--- src/rtl/register_file_mp.sv ---
// Multi-port register file with a per-register busy scoreboard.
// It supports optional same-cycle write forwarding and optional registered read data.
module register_file_mp #(
  parameter int DATA_W   = 32,
  parameter int DEPTH    = 32,
  parameter int RD_PORTS = 2,
  parameter int BYPASS   = 1,
  parameter int REG_READ = 0,
  localparam int AW      = $clog2(DEPTH)
) (
  input  logic                       clock,
  input  logic                       reset,
  input  logic                       RegWriteControl,
  input  logic [AW-1:0]              RegWriteAddr,
  input  logic [DATA_W-1:0]          RegDataIn,
  input  logic [RD_PORTS*AW-1:0]     RegReadAddr,
  output logic [RD_PORTS*DATA_W-1:0] RegDataOut,
  input  logic                       ScbSet,
  input  logic [AW-1:0]              ScbSetAddr,
  output logic [RD_PORTS-1:0]        RegBusy
);

  // Storage covers the whole address space, so an index is never out of bounds.
  // Entries at DEPTH and above are never written and therefore stay 0.
  localparam int          NREG    = 1 << AW;
  localparam logic [AW:0] DEPTH_L = (AW+1)'(DEPTH);

  logic [DATA_W-1:0]          regs [NREG];
  logic [NREG-1:0]            busy;
  logic [RD_PORTS*DATA_W-1:0] rd_data;
  logic [RD_PORTS-1:0]        rd_busy;
  logic [AW-1:0]              rd_addr;
  logic                       write_ok;
  logic                       set_ok;

  assign write_ok = RegWriteControl && (RegWriteAddr != '0) && ({1'b0, RegWriteAddr} < DEPTH_L);
  assign set_ok   = ScbSet && (ScbSetAddr != '0) && ({1'b0, ScbSetAddr} < DEPTH_L);

  always_ff @(posedge clock or posedge reset) begin
    if (reset) begin
      for (int i = 0; i < NREG; i++) regs[i] <= '0;
    end else if (write_ok) begin
      regs[RegWriteAddr] <= RegDataIn;
    end
  end

  // The set is applied after the clear, so a new producer wins over a retiring write.
  always_ff @(posedge clock or posedge reset) begin
    if (reset) begin
      busy <= '0;
    end else begin
      if (write_ok) busy[RegWriteAddr] <= 1'b0;
      if (set_ok)   busy[ScbSetAddr]   <= 1'b1;
    end
  end

  always_comb begin
    rd_data = '0;
    rd_busy = '0;
    rd_addr = '0;
    for (int p = 0; p < RD_PORTS; p++) begin
      rd_addr = RegReadAddr[p*AW +: AW];
      if ((rd_addr != '0) && ({1'b0, rd_addr} < DEPTH_L)) begin
        rd_data[p*DATA_W +: DATA_W] = regs[rd_addr];
        rd_busy[p]                  = busy[rd_addr];
        if ((BYPASS != 0) && write_ok && (RegWriteAddr == rd_addr)) begin
          rd_data[p*DATA_W +: DATA_W] = RegDataIn;
          if (!(set_ok && (ScbSetAddr == rd_addr))) rd_busy[p] = 1'b0;
        end
      end
    end
  end

  generate
    if (REG_READ != 0) begin : g_reg_read
      always_ff @(posedge clock or posedge reset) begin
        if (reset) RegDataOut <= '0;
        else       RegDataOut <= rd_data;
      end
    end else begin : g_comb_read
      assign RegDataOut = rd_data;
    end
  endgenerate

  assign RegBusy = rd_busy;

endmodule

--- config.mk ---
export PLATFORM = sky130hd
export DESIGN_NAME = register_file_mp
export DESIGN_NICKNAME = d
export VERILOG_FILES = /design/src/rtl/register_file_mp.sv
export SDC_FILE = /design/constraint.sdc
export NUM_CORES = 2
export LEC_CHECK = 0
export CAP_MARGIN = 30
export CORE_MARGIN = 3
export CORE_UTILIZATION = 55
export CTS_CLUSTER_DIAMETER = 30
export DETAILED_ROUTE_END_ITERATION = 8
export GPL_ROUTABILITY_DRIVEN = 0
export PLACE_DENSITY = 0.8
export SLEW_MARGIN = 20
export SYNTH_ARGS = -nofsm -noshare
export SYNTH_HDL_FRONTEND = slang
export SYNTH_SLANG_ARGS = --single-unit
--- constraint.sdc ---
create_clock -name clock -period 33.7 [get_ports clock]
set_input_delay 6.74 -clock clock [delete_from_list [all_inputs] [get_ports clock]]
set_output_delay 6.74 -clock clock [all_outputs]
set_load 0.02 [all_outputs]
==> summary by stage <==
Yosys
The post-synthesis mux area share is 41.0%. The net count after synthesis is 4,015. Summing every instance area after synthesis gives 56,500 um^2. The number of instances in the synthesized netlist is 3,959. The proportion of register bits with asynchronous set or reset after synthesis is 100%. In this run, distinct cell masters in the synthesized netlist total 59.

In the post-synthesis netlist, the biggest area contributors are sky130_fd_sc_hd__dfrtp_1 47%, sky130_fd_sc_hd__mux2_2 21%, sky130_fd_sc_hd__mux4_2 16%. The share of the synthesized area in compound gates (AO/OA/AOI/OAI) is 6.18%. The synthesized design contains 1,056 register bits. Summing the areas of all and, or, nand and nor instances in the mapped netlist gives 2.29% of the synthesized area. The post-synthesis area per instance is 14.3 um^2. The share of the synthesized netlist area taken by xor and xnor gates is 0.279%. The post-synthesis cell type with the largest combined area is sky130_fd_sc_hd__dfrtp_1. Of the total synthesized cell area, the portion taken by full adders, half adders and majority gates is 0%. Of the post-synthesis cell area, the dominant cell type holds 46.7%. For this run, the number of Yosys warnings is 0. Of the synthesized area, sequential elements account for 46.7%.

The number of flops mapped to enable cells by yosys is 0. By area, the combinational part of the netlist is dominated by multiplexers. Among all flip-flop cells after synthesis, the most frequent one is sky130_fd_sc_hd__dfrtp_1.

Critical path
The required time at the endpoint of the critical path is 26.96 ns. The worst register-to-register path begins at regs[214]. In this run the worst path has a maximum fanout of 62. STA classifies the critical path startpoint as an input pin. The worst register-to-register path ends at regs[214]. The worst register-to-register path has a setup slack of 32.85 ns. The worst setup path is captured at an output pin.

The arrival time reported for the critical path endpoint is 11.80 ns. The worst setup path is of the input pin to output pin kind. The number of cells on the worst reg-to-reg path is 1.

Power and ir drop
The static leakage is 28.5 nW. The power dissipated by switching net loads is 0.00126 W. The total power per unit cell area is 68.1 nW/um^2. The internal power is 0.00322 W.

In this run switching power makes up 28.2% of total power. Per report_power, the clock group accounts for 44.1% of the total. The combinational fraction of design power is 17.8%. Of the total power, registers draw 38.1%. The peak supply drop is 0.0000509 V.

The total power is 0.00448 W.

Timing
For the pin with the worst max-slew slack, the measured transition is 1.11 ns. The headroom to the max-slew limit is 25.9%. In the finished design, the share of the clock period the worst path needs comes to 55.0%.

The number of pins with negative max-slew slack in the final report is 0. The number of hold-slack violations in the final timing report came to 0. Counting I/O delays and the setup requirement, the final critical path takes 18.54 ns. Setup repair after global routing left no endpoint under its margin. The highest clock rate is 53.9 MHz. The largest clock skew in the final design is 0 ns.

The worst path meets setup with 15.16 ns of slack. The count of final setup violators is 0. The worst-case hold slack is 0.392 ns. The total negative slack for setup checks is 0 ns.

Clock tree
The clock transition at the registers of the reported paths is 0.05 ns. CTS built an H-tree with a depth of 4. The number of post-CTS setup repair buffers is 0. The maximum buffer depth of the clock tree is 3. Clock latency on the worst-skew pair, taken at its later pin, is 0.77 ns. The root buffer cell chosen for the clock tree is sky130_fd_sc_hd__clkbuf_16. The number of buffers created by CTS is 188.

The quantity of hold-fixing buffers added after cts is 0. The TritonCTS sink count is 1,056. The post-cts gate resize count is 0. The TritonCTS clock tree is yes.

Status
The run finished with clean final reports.

Die
The floorplan step set the die width to 327 um. In this run the vertical extent of the chip is 327 um. The number of cell rows is 116.

The count of pins on the block boundary is 122. The area of the die is 107,000 um^2. For this configuration, the core starts out at a cell density of 56.0%.

The floorplan step defined a core boundary enclosing 101,000 um^2.

Final layout
The layout overhead on the synthesized area is 16.4%. Leaving out fill and tap cells, the most frequent cells in the layout are 1,056 x sky130_fd_sc_hd__dfrtp_1, 1,046 x sky130_fd_sc_hd__mux2_2, 406 x sky130_fd_sc_hd__mux4_2, 224 x sky130_fd_sc_hd__mux2i_1, 189 x sky130_fd_sc_hd__clkbuf_16. The total number of nets in the final design is 4,008. The library cell used most frequently in the layout, excluding fill and tap cells, is sky130_fd_sc_hd__dfrtp_1. The share of cells above drive strength 1 is 48.3%.

Global route
The number of global-route vias before repair came to 41,600. The first global-routing pass estimated 281 mm of wire. The initial antenna violation count came to 10. For this run, the total global-route usage over all layers was measured as 35.6%.

The largest net degree at the start of global routing is 165. The total overflow left after global routing is 0.

Drt
After detailed routing, the average wire length per cell comes to 35.0 um. For this run, design rule violations remaining after detail routing come to 0. The count of nets left with antenna violations once routing finished came out at 0. For this run, the detailed router's first-pass iteration total came to 6. In the routed layout, each cell is associated on average with a via count of 7.44. The total via count after detailed routing is 40,800. After the first detailed-routing iteration, the DRC count stood at 5,938.

The aggregate routed wire length is 192 mm.

Placed design
The detailed placement HPWL is 105 mm. The number of buffer cells added on primary ports is 121. OpenSTA, run right after detailed placement, puts the worst setup slack at 15.19 ns.

Run
The max-capacitance violation count is 0.

Worst hold path
The sink of the worst hold path is regs[1010]. The worst min-delay path category is flop to flop. The start point of the worst hold path is regs[1010]. The depth of the worst hold-timing path is 0.
[worst max-delay path by stage]
stage                                 to            from  cells past startpoint  slack, ns
after CTS                  RegDataOut[0]  RegReadAddr[0]                     10      15.17
after detailed placement   RegDataOut[0]  RegReadAddr[0]                     10      15.19
after floorplan                  busy[0]           reset                      1      12.40
final                     RegDataOut[19]  RegReadAddr[0]                     10      15.16
after global placement     RegDataOut[0]  RegReadAddr[0]                     10      15.16
after global routing      RegDataOut[20]  RegReadAddr[0]                     10      14.83
[cell type report]
| class | instances | area, um^2 |
|---|---|---|
| Timing Repair Buffer | 261 | 2650 |
| Tap cell | 1357 | 1700 |
| Multi-Input combinational cell | 2437 | 28300 |
| Clock inverter | 133 | 1690 |
| Antenna cell | 5 | 12.5 |
| Fill cell | 6867 | 35200 |
| Clock buffer | 221 | 4980 |
| Sequential cell | 1056 | 26400 |
| Inverter | 8 | 33.8 |
[per-stage QoR]
step	cells	utilization (%)	instance area [um^2]
after floorplan	3959	-	56500
after global placement	5089	58.0	58600
after detailed placement	5101	58.2	58800
after CTS	5455	64.8	65500
after global routing	5476	65.2	65800
final	5478	65.2	65800
[per-layer routing]
metal	track usage, %	vias to the layer above	part of all wire, %
li1	-	15500	-
met1	46.2	21200	35
met2	52.4	3256	45
met3	10.3	876	13
met4	23.1	8	7.1
met5	0	-	0.029
[power by group through the flow]
stage          Clock, W  Combinational [W]  Sequential [W]
4_1_cts         0.00198           0.000782         0.00169
3_5_place_dp          0           0.000771         0.00170
5_1_grt         0.00205           0.000842         0.00173
6_report        0.00198           0.000797         0.00171
2_1_floorplan         0           0.000599         0.00165
3_3_place_gp          0           0.000746         0.00169
[critical path: stages]
cell                              delay, ns
sky130_fd_sc_hd__buf_8                 0.50
sky130_fd_sc_hd__buf_4                 0.72
sky130_fd_sc_hd__buf_4                 0.85
sky130_fd_sc_hd__buf_4                 0.81
sky130_fd_sc_hd__mux4_2                0.61
sky130_fd_sc_hd__o22ai_1               0.18
sky130_fd_sc_hd__nor4_1                0.08
sky130_fd_sc_hd__nor3_1                0.38
sky130_fd_sc_hd__nor2_1                0.17
sky130_fd_sc_hd__clkdlybuf4s50_1       0.58
[registers in the layout, summed over array words and instances (netlist names)]
signal and count:
busy 32, regs 1024
[synthesized netlist by cell type (all sizes together) (3+ instances only)]
master and count:
nor3 41, nor4 23, or3b 3, and3 3, and2 4, buf 163
a221o 11, dfrtp 1056, o31ai 9, o221ai 32, inv 7, nand4 3
nand3 11, nor3b 6, a32o 11, o22ai 110, a2111oi 26, a221oi 28
a22oi 44, nand2b 15, a21oi 83, xor2 9, xnor2 9, a211oi 10
nor2b 7, nand4b 7, mux2i 224, nor2 54, o21ai 41, nand3b 9
a22o 59, a211o 4, a31oi 3, mux4 406, clkbuf 295, a21o 3
mux2 1047, nand2 59, o22a 8
[cell families (layout without fill, tap and decap cells)]
family                 after synthesis  after routing
AO/OA/AOI/OAI                      491            491
XOR/XNOR                            18             18
buffers and inverters              466            623
flip-flops                        1056           1056
multiplexers                      1677           1677
other                                0              5
AND/OR/NAND/NOR                    251            251
Note: power is estimated with default switching activity, not from simulation.
